File: config.mk
export PLATFORM = sky130hd
export DESIGN_NAME = hazard_scoreboard
export DESIGN_NICKNAME = d
export VERILOG_FILES = /design/src/rtl/hazard_scoreboard.sv
export SDC_FILE = /design/constraint.sdc
export NUM_CORES = 1
export LEC_CHECK = 0
export CORE_MARGIN = 2
export CORE_UTILIZATION = 34
export CTS_BUF_LIST = sky130_fd_sc_hd__clkbuf_8
export DETAILED_ROUTE_END_ITERATION = 16
export SKIP_LAST_GASP = 1
export SLEW_MARGIN = 20
export SYNTH_ARGS = -nofsm -noshare
export SYNTH_HDL_FRONTEND = slang
export SYNTH_SLANG_ARGS = --single-unit
File: constraint.sdc
create_clock -name clk -period 5.8 [get_ports clk]
set_input_delay 0.58 -clock clk [delete_from_list [all_inputs] [get_ports clk]]
set_output_delay 0.58 -clock clk [all_outputs]
set_load 0.01 [all_outputs]
File: src/rtl/hazard_scoreboard.sv
// Decode-stage hazard scoreboard: tracks in-flight producers and picks stall/forward for rs and rt.
// stall and fwd_* are same-cycle combinational; stall holds D and bubbles E, MDU busy is registered.
module hazard_scoreboard #(
    parameter int STAGES  = 3,
    parameter int TW      = 2,
    parameter int MUL_LAT = 5,
    parameter int DIV_LAT = 10,
    parameter int FW      = $clog2(STAGES + 1)
) (
    input  logic          clk,
    input  logic          reset,
    input  logic [4:0]    d_rs,
    input  logic [4:0]    d_rt,
    input  logic [TW-1:0] d_tuse_rs,
    input  logic [TW-1:0] d_tuse_rt,
    input  logic [4:0]    d_waddr,
    input  logic [TW-1:0] d_tnew,
    input  logic [1:0]    d_md,
    input  logic          d_mdu,
    input  logic          flush,
    output logic          stall,
    output logic [FW-1:0] fwd_rs,
    output logic [FW-1:0] fwd_rt,
    output logic          md_busy
);

    localparam logic [TW-1:0] TUSE_NEVER = '1;

    logic [4:0]    r_addr [1:STAGES];
    logic [TW-1:0] r_tnew [1:STAGES];
    logic [7:0]    r_md_cnt;

    logic [4:0]    w_op   [2];
    logic [TW-1:0] w_tuse [2];
    logic          w_hit  [2];
    logic          w_haz  [2];
    logic [FW-1:0] w_fwd  [2];
    logic          w_adv;

    assign w_op[0]   = d_rs;
    assign w_op[1]   = d_rt;
    assign w_tuse[0] = d_tuse_rs;
    assign w_tuse[1] = d_tuse_rt;

    // Scan from the youngest stage so only the nearest producer of each operand decides.
    always_comb begin
        for (int o = 0; o < 2; o++) begin
            w_hit[o] = 1'b0;
            w_haz[o] = 1'b0;
            w_fwd[o] = '0;
            for (int k = 1; k <= STAGES; k++) begin
                if (!w_hit[o] && (w_op[o] != 5'd0) && (r_addr[k] == w_op[o])) begin
                    w_hit[o] = 1'b1;
                    if ((w_tuse[o] != TUSE_NEVER) && (r_tnew[k] > w_tuse[o])) begin
                        w_haz[o] = 1'b1;
                    end
                    if (r_tnew[k] == '0) begin
                        w_fwd[o] = FW'(k);
                    end
                end
            end
        end
    end

    assign md_busy = (r_md_cnt != 8'd0);
    assign stall   = w_haz[0] | w_haz[1] | (d_mdu & md_busy);
    assign fwd_rs  = w_fwd[0];
    assign fwd_rt  = w_fwd[1];
    assign w_adv   = !stall && !flush;

    always_ff @(posedge clk) begin
        if (reset) begin
            for (int k = 1; k <= STAGES; k++) begin
                r_addr[k] <= 5'd0;
                r_tnew[k] <= '0;
            end
            r_md_cnt <= 8'd0;
        end else begin
            r_addr[1] <= w_adv ? d_waddr : 5'd0;
            r_tnew[1] <= w_adv ? d_tnew  : '0;
            for (int k = 2; k <= STAGES; k++) begin
                r_addr[k] <= r_addr[k-1];
                r_tnew[k] <= (r_tnew[k-1] != '0) ? (r_tnew[k-1] - TW'(1)) : '0;
            end
            // A flushed or stalled multiply/divide never starts the unit.
            if (w_adv && (d_md == 2'b01)) begin
                r_md_cnt <= 8'(MUL_LAT);
            end else if (w_adv && (d_md == 2'b10)) begin
                r_md_cnt <= 8'(DIV_LAT);
            end else if (r_md_cnt != 8'd0) begin
                r_md_cnt <= r_md_cnt - 8'd1;
            end
        end
    end

endmodule

; ---- Word-level counts from Yosys, hierarchy flattened
; Memories as Yosys holds them, arrays and structs flattened.
; Cells that the tools add are included.
[totals]
inputBits = 27
out_inout_bits = 6
mem_count = 2
ram_bits = 21
register_bits = 8
wordCells = 113
[op_classes]
reduce_logical = 37
magnitude_cmp = 6
n_mux = 43
n_eq_ne = 10
bitwise_logic = 9
addsub = 3
[mem_list]
columns = name, depth, word_bits, read_ports, rd_ports_with_merged_regs, write_ports, line
row1 = r_addr, 3, 5, 3, 0, 3, 29  ; logic [4:0] r_addr [1:STAGES];
row2 = r_tnew, 3, 2, 3, 0, 3, 30  ; logic [TW-1:0] r_tnew [1:STAGES];
[op_table]
columns = op, count
row1 = equality test 5 bit, 6
row2 = 2-to-1 mux 2 bit, 15
row3 = 2-to-1 mux 1 bit, 21
row4 = 2-to-1 mux 5 bit, 4
row5 = logical AND 1 bit, 19
row6 = > comparator 2 bit, 6
row7 = nonzero test 5 bit, 2
row8 = 2-to-1 mux 4 bit, 2
row9 = OR 1 bit, 8
row10 = nonzero test 8 bit, 1
row11 = subtractor 8 x 1 -> 8 bit (second input constant), 1
row12 = zero test 1 bit, 6
row13 = zero test 2 bit, 3
row14 = nonzero test 2 bit, 3
row15 = != test 2 bit (second input constant), 2
row16 = subtractor 2 x 1 -> 2 bit (second input constant), 2
row17 = 2-to-1 mux 3 bit, 1
row18 = nonzero test 3 bit, 1
row19 = OR reduction 3 bit, 1
row20 = equality test 2 x 1 -> 1 bit (second input constant), 1
row21 = equality test 2 bit (second input constant), 1
row22 = OR reduction 2 bit, 1
row23 = bitwise AND 1 bit, 1

; ---- Depth between registers and ports, before layout
; Gate-level depths: netlist (run 1).
; An unclocked memory read counts as a cell.
[logic_depth]
ltp_word = 19
ltp_mapped = 9
mapped_depth_nobuf = 9

; ---- Least setup slack after synthesis (run 1)
; Ideal clock, no wire load.
[synth_timing]
path_kind = input to output
from = in d_tuse_rt[1]
to = out stall
cell_stages = 6
required_ns = 5.220
slack_ns = 3.142
arrival_ns = 2.078
path_buffers = 0
path_cell_list = inv_1 > ha_1 > a211o_1 > or4b_1 > and4_1 > nand2_1
[synth_via]
elab_chain_cells = 10
elab_cells_between_ends = 15
cone_classes = order compare: 3 / eq/ne: 1 / mux: 6 / bitwise: 2 / reduce/logical: 3
[synth_rtl]
columns = item, line
row1 = "start, declared", 15  ; input logic [TW-1:0] d_tuse_rt,
row2 = > comparator 2 bit / != test 2 bit (equally long branches), 54  ; if ((w_tuse[o] != TUSE_NEVER) && (r_tnew[k] > w_tuse[o])) begin
row3 = logical AND 1 bit, 54
row4 = 2-to-1 mux 1 bit, 54
row5 = 2-to-1 mux 1 bit, 52  ; if (!w_hit[o] && (w_op[o] != 5'd0) && (r_addr[k] == w_op[o])) begin
row6 = 2-to-1 mux 1 bit, 54
row7 = 2-to-1 mux 1 bit, 52
row8 = 2-to-1 mux 1 bit, 54
row9 = 2-to-1 mux 1 bit *, 52
row10 = OR 1 bit * (2 in a row), 66  ; assign stall = w_haz[0] | w_haz[1] | (d_mdu & md_busy);
row11 = "end, declared", 21  ; output logic stall,
; Mark *: on every way between the ends. The rest lies on a longest branch, timed or not.

; ---- Worst setup path in the final report (run 1)
[layout_timing]
from = in d_rs[0]
to = out stall
[layout_via]
elab_chain_cells = 13
elab_cells_between_ends = 20
cone_classes = eq/ne: 3 / mux: 7 / bitwise: 2 / reduce/logical: 8
[layout_rtl]
columns = item, line
row1 = "start, declared", 12  ; input logic [4:0] d_rs,
row2 = equality test 5 bit / nonzero test 5 bit (equally long branches), 52
row3 = logical AND 1 bit, 52
row4 = 2-to-1 mux 1 bit, 52
row5 = zero test 1 bit, 52
row6 = logical AND 1 bit (2 in a row), 52
row7 = 2-to-1 mux 1 bit, 52
row8 = zero test 1 bit, 52
row9 = logical AND 1 bit (2 in a row), 52
row10 = 2-to-1 mux 1 bit *, 52
row11 = OR 1 bit * (2 in a row), 66
; Marked as above.

==> results.json, run 1 <==
{
  "power.total_uw": 746,
  "worstPathRequired_ns": 5.22,
  "cp-start-kind": "primary input",
  "drt_iter0_drc": 66,
  "synth_area_per_cell_um2": 8.84,
  "final_common_cell": "clkdlybuf4s50_1",
  "crit_start": "d_rs[0]",
  "vias": 1596,
  "cts_resized": 0,
  "ys.flop_type": "dfxtp_1",
  "yosysSeqAreaShare": 0.297,
  "cts.clk_slew.worst_paths_ns": 0.08,
  "cts_buffer_depth": 2,
  "setup_viol": 0,
  "outcome": "finished, final reports clean",
  "finalHoldViolCount": 0,
  "grt_pass1_vias": 1521,
  "die_w_um": 79.8,
  "antenna_found_initial": 0,
  "vdd_drop_max_mv": 0.155,
  "globalRouteMet2Util": 0.236,
  "hp-class": "reg -> reg",
  "stdcell_count": 330,
  "gr-usage-met3": 0.0305,
  "ys_warn_count": 0,
  "ant_nets": 0,
  "ios": 33,
  "utilization": 0.442,
  "cts_made_buffers": 5,
  "endpoint_kind": "output port",
  "synth_nets": 263,
  "layout_common_cells": "clkdlybuf4s50_1, dfxtp_1, xnor2_1",
  "area_growth_syn_to_layout_pct": 25.3,
  "whs_ns": 0.418,
  "routedWlPerCell_um": 13.3,
  "powerDensity_nw_per_um2": 305,
  "rows": 27,
  "dpl.hpwl_um": 3510,
  "path_max_fanout": 5,
  "dp.cells": 322,
  "syn_area_um2": 1950,
  "tns_ns": 0,
  "rsz0062_at_grt": "no",
  "postLayoutCellArea_um2": 2450,
  "placed_area_um2": 2350,
  "track_usage": 0.149,
  "coreArea_um2": 5540,
  "dieArea_um2": 6370,
  "synth-async-reset-ratio": 0,
  "drv_cap": 0,
  "slew_headroom": 0.358,
  "reg2reg_from": "r_md_cnt[0]$_SDFFE_PP0P_",
  "diodes": 0,
  "ctsRootBufferMaster": "clkbuf_8",
  "grt_start_max_net_pins": 24,
  "leakagePower_nw": 0.972,
  "cts_hold_buf": 0,
  "drive_gt1_frac": 0.0736,
  "vias_per_cell": 4.84,
  "cts_setup_buffers": 0,
  "die_height_um": 79.8,
  "post-route-min-period_ns": 3.91,
  "pre_cts_slack_ns": 1.92,
  "overflow": 0,
  "first_pass_iters": 4,
  "criticalPathCategory": "in -> out",
  "use_met1": 0.201,
  "port_buffers": 32,
  "synth_enable_flop_cells": 0,
  "drc_errors": 0,
  "synth_cell_types": 43,
  "nets": 299,
  "cp-endpoint": "stall",
  "grt_pass1_wl_um": 7350,
  "start_util": 0.353,
  "worstMarginPinSlew_ns": 0.960,
  "busiest_layer": "met2",
  "worstSkewPairLatency_ns": 0.29,
  "synth_cells": 221,
  "routed_wl_um": 4390,
  "fin_skew_ns": 0.00949,
  "period_share": 0.674,
  "cp.arrival_ns": 3.33,
  "clock_sinks": 29,
  "ctsHtreeMaxLevel": 2,
  "fin_ws_ns": 1.89,
  "r2r-end": "r_md_cnt[7]$_SDFFE_PP0P_",
  "tritoncts": "done",
  "reg2reg_depth": 8,
  "rrSetupSlack_ns": 3.38,
  "place.gp.congestion": 0.796,
  "synth-seq-cells": 29,
  "slew_viol_final": 0,
  "clock.fmax_mhz": 256
}
[sequential cells by signal, summed over array words and instances, names as in the netlist]
register	flops
r_md_cnt	8
r_addr	15
r_tnew	6
[cell families after synthesis]
family / synth area share
AOI/OAI and AO/OA: 0.108
muxes: 0.0256
and+or+nand+nor: 0.274
buffers and inverters: 0.0429
DFF: 0.297
xor gates and xnor gates: 0.157
adders and majority gates: 0.0961
[synth_stat cells (2+ instances only)]
master | count | share of area
xor2_1 | 15 | 0.067
nor3_2 | 2 | 0.010
nor2b_1 | 12 | 0.038
ha_1 | 15 | 0.096
nor3_1 | 13 | 0.033
clkbuf_1 | 2 | 0.0038
xnor2_1 | 20 | 0.090
o21ai_0 | 4 | 0.010
and2_1 | 8 | 0.026
dfxtp_1 | 29 | 0.30
mux2i_1 | 5 | 0.026
nor2_1 | 13 | 0.025
a21oi_1 | 10 | 0.026
or4_1 | 3 | 0.012
nor4_1 | 4 | 0.013
inv_1 | 19 | 0.037
nand3_1 | 7 | 0.018
a211o_1 | 2 | 0.0090
nand4_1 | 3 | 0.0096
nand2_1 | 12 | 0.023
[final cells by class]
cell class                      instances  area, µm²
Clock buffer                            6       82.6
Clock inverter                          2       13.8
Fill cell                             554       3090
Inverter                               19       71.3
Multi-Input combinational cell        170       1290
Sequential cell                        29        581
Tap cell                               72       90.1
Timing Repair Buffer                   32        320
[metal layers]
layer  share of wire  wire length, µm
met5               0                0
met4           0.013               59
met3           0.043              188
met2            0.44             1940
met1            0.50             2200
[power breakdown]
group | total, mW | internal, mW | switching, mW | leakage, nW
registers | 0.258 | 0.231 | 0.0273 | 0.236
logic | 0.306 | 0.149 | 0.156 | 0.685
clock network | 0.182 | 0.0961 | 0.0855 | 0.0512
[worst min path at each step]
| stage | start | end | slack (ns) | depth (start not counted) |
|---|---|---|---|---|
| 4_1_cts | r_tnew[0][4]$_SDFF_PP0_ | r_tnew[0][6]$_SDFF_PP0_ | 0.42 | 1 |
| 3_3_place_gp | r_tnew[0][4]$_SDFF_PP0_ | r_tnew[0][6]$_SDFF_PP0_ | 0.41 | 1 |
| 5_1_grt | r_tnew[0][4]$_SDFF_PP0_ | r_tnew[0][6]$_SDFF_PP0_ | 0.43 | 1 |
| 2_1_floorplan | r_tnew[0][2]$_SDFF_PP0_ | r_tnew[0][4]$_SDFF_PP0_ | 0.39 | 1 |
| 3_5_place_dp | r_tnew[0][4]$_SDFF_PP0_ | r_tnew[0][6]$_SDFF_PP0_ | 0.41 | 1 |
| 6_report | r_tnew[0][4]$_SDFF_PP0_ | r_tnew[0][6]$_SDFF_PP0_ | 0.42 | 1 |
[worst max-delay path, stage by stage]
cell and delay, ns:
clkdlybuf4s50_1 0.58, xnor2_1 0.15, nand3_1 0.10, nor3_1 0.78
a32oi_4 0.24, and4_1 0.29, nand2_1 0.07, clkdlybuf4s50_1 0.54
(Power assumes the default switching activity.)
==> run 2: changes to the inputs <==
==> constraint.sdc (replaced) <==
create_clock -name clk -period 3.15 [get_ports clk]
set_input_delay 0.315 -clock clk [delete_from_list [all_inputs] [get_ports clk]]
set_output_delay 0.315 -clock clk [all_outputs]
set_load 0.01 [all_outputs]
==> results.json, run 2 (synthesis results as in run 1) <==
{
  "die_height_um": 79.8,
  "dp.cells": 339,
  "rows": 27,
  "reg2reg_from": "r_md_cnt[0]$_SDFFE_PP0P_",
  "top_regs": "r_addr x15, r_md_cnt x8, r_tnew x6",
  "tritoncts": "done",
  "port_buffers": 32,
  "cts_setup_buffers": 0,
  "ctsRootBufferMaster": "clkbuf_8",
  "pre_cts_slack_ns": 0.0225,
  "coreArea_um2": 5540,
  "ctsHtreeMaxLevel": 2,
  "power.total_mw": 1.36,
  "r2r-end": "r_md_cnt[7]$_SDFFE_PP0P_",
  "largest_reg_flops": 15,
  "slew_viol_final": 0,
  "overflow": 0,
  "powerDensity_nw_per_um2": 528,
  "hp-class": "reg -> reg",
  "place.gp.congestion": 0.832,
  "drv_cap": 0,
  "period_share": 0.909,
  "tns_ns": 0,
  "routed_wl_um": 4420,
  "track_usage": 0.152,
  "cp.arrival_ns": 2.55,
  "area_growth_syn_to_layout_pct": 31.8,
  "layout_common_cells": "clkdlybuf4s50_1, dfxtp_1, xnor2_1",
  "stdcell_count": 347,
  "dpl.hpwl_um": 3640,
  "largest_register": "r_addr",
  "crit_start": "d_rt[0]",
  "diodes": 0,
  "antenna_found_initial": 0,
  "worstPathRequired_ns": 2.83,
  "rsz0062_at_grt": "no",
  "reg2reg_depth": 9,
  "drt_iter0_drc": 102,
  "dieArea_um2": 6370,
  "drive_gt1_frac": 0.135,
  "drc_errors": 0,
  "slew_headroom": 0.664,
  "rrSetupSlack_ns": 0.67,
  "worstSkewPairLatency_ns": 0.28,
  "endpoint_kind": "output port",
  "criticalPathCategory": "in -> out",
  "ios": 33,
  "outcome": "finished, final reports clean",
  "cts.clk_slew.worst_paths_ns": 0.07,
  "clock_sinks": 29,
  "cts_buffer_depth": 2,
  "cp-start-kind": "primary input",
  "post-route-min-period_ns": 2.86,
  "vdd_drop_max_mv": 0.245,
  "fin_ws_ns": 0.286,
  "hold_path.startpoint": "r_tnew[0][2]$_SDFF_PP0_",
  "grt_start_max_net_pins": 13,
  "worstMarginPinSlew_ns": 0.503,
  "final_common_cell": "clkdlybuf4s50_1",
  "grt_pass1_vias": 1634,
  "start_util": 0.353,
  "setup_viol": 0,
  "die_w_um": 79.8,
  "finalHoldViolCount": 0,
  "path_max_fanout": 5,
  "nets": 316,
  "fin_skew_ns": 0.00496,
  "leakagePower_nw": 1.06,
  "cp-endpoint": "fwd_rt[1]",
  "cts_hold_buf": 0,
  "whs_ns": 0.417,
  "cts_made_buffers": 5,
  "ant_nets": 0,
  "grt_pass1_wl_um": 7490,
  "routedWlPerCell_um": 12.7,
  "vias_per_cell": 4.81,
  "clock.fmax_mhz": 349,
  "first_pass_iters": 4,
  "vias": 1670
}
==> run 2: cell types whose count changed in the layout (fill, tap and decap cells not counted), sizes merged <==
cell           change
buf               +17
clkbuf             -1
clkdlybuf4s50      -1
clkinvlp           +1
dlymetal6s2s       +1
==> run 2: area by class of cell <==
type / instances / area (µm²)
clock buffers: 5 / 68.8
fillers: 551 / 2970
well taps: 72 / 90.1
repair buffers: 49 / 450
flip-flops and latches: 29 / 581
inverters: 19 / 71.3
clock inverters: 3 / 17.5
multi-input cells: 170 / 1290
==> run 2: through the flow <==
stage               instance area (µm²)   util
floorplan                          1950      -
global placement                   2480  0.447
detailed placement                 2480  0.447
CTS                                2560  0.463
global route                       2570  0.465
finish                             2570  0.465
==> run 2: how the worst min path moves through the flow <==
stage,end,slack (ns),cells past startpoint
final,r_tnew[0][4]$_SDFF_PP0_,0.42,1
after global routing,r_tnew[0][4]$_SDFF_PP0_,0.44,1
after CTS,r_tnew[0][4]$_SDFF_PP0_,0.42,1
after detailed placement,r_tnew[0][4]$_SDFF_PP0_,0.41,1
after global placement,r_tnew[0][4]$_SDFF_PP0_,0.40,1
after floorplan,r_tnew[0][4]$_SDFF_PP0_,0.39,1
==> run 2: timing repair <==
action	4_1_cts	5_1_grt
endpoints found under the setup margin	0	1
resized for setup	0	2
endpoints found under the hold margin	0	0
==> run 2: worst max-delay path: stages <==
cell and delay, ns:
clkdlybuf4s50_1 0.62, xor2_1 0.17, nor3_1 0.06, nand3_1 0.11, inv_1 0.07, nor4_1 0.32
a21oi_1 0.08, nor3_1 0.22, clkdlybuf4s50_1 0.58
==> run 2: per-layer routing <==
metal | global-route usage | vias to the layer above | wire (µm)
met5 | 0 | - | 0
met4 | 0.0458 | 0 | 27
met3 | 0.0362 | 2 | 207
met2 | 0.241 | 46 | 1970
met1 | 0.203 | 750 | 2210
li1 | - | 872 | -
==> run 2: where the power goes <==
| group | switching [mW] | leakage, nW | internal (mW) |
|---|---|---|---|
| Sequential | 0.0497 | 0.236 | 0.426 |
| Combinational | 0.293 | 0.776 | 0.294 |
| Clock | 0.145 | 0.0439 | 0.152 |
| Total | 0.487 | 1.06 | 0.872 |
==> run 3: changes to the inputs <==
--- a/config.mk
+++ b/config.mk
@@ -9,7 +9,7 @@
 export CORE_UTILIZATION = 34
 export CTS_BUF_LIST = sky130_fd_sc_hd__clkbuf_8
 export DETAILED_ROUTE_END_ITERATION = 16
-export SKIP_LAST_GASP = 1
+export SKIP_CTS_REPAIR_TIMING = 1
 export SLEW_MARGIN = 20
 export SYNTH_ARGS = -nofsm -noshare
 export SYNTH_HDL_FRONTEND = slang
==> results of run 3 <==
No change in the layout: final DEF, timing and power equal those of run 2.
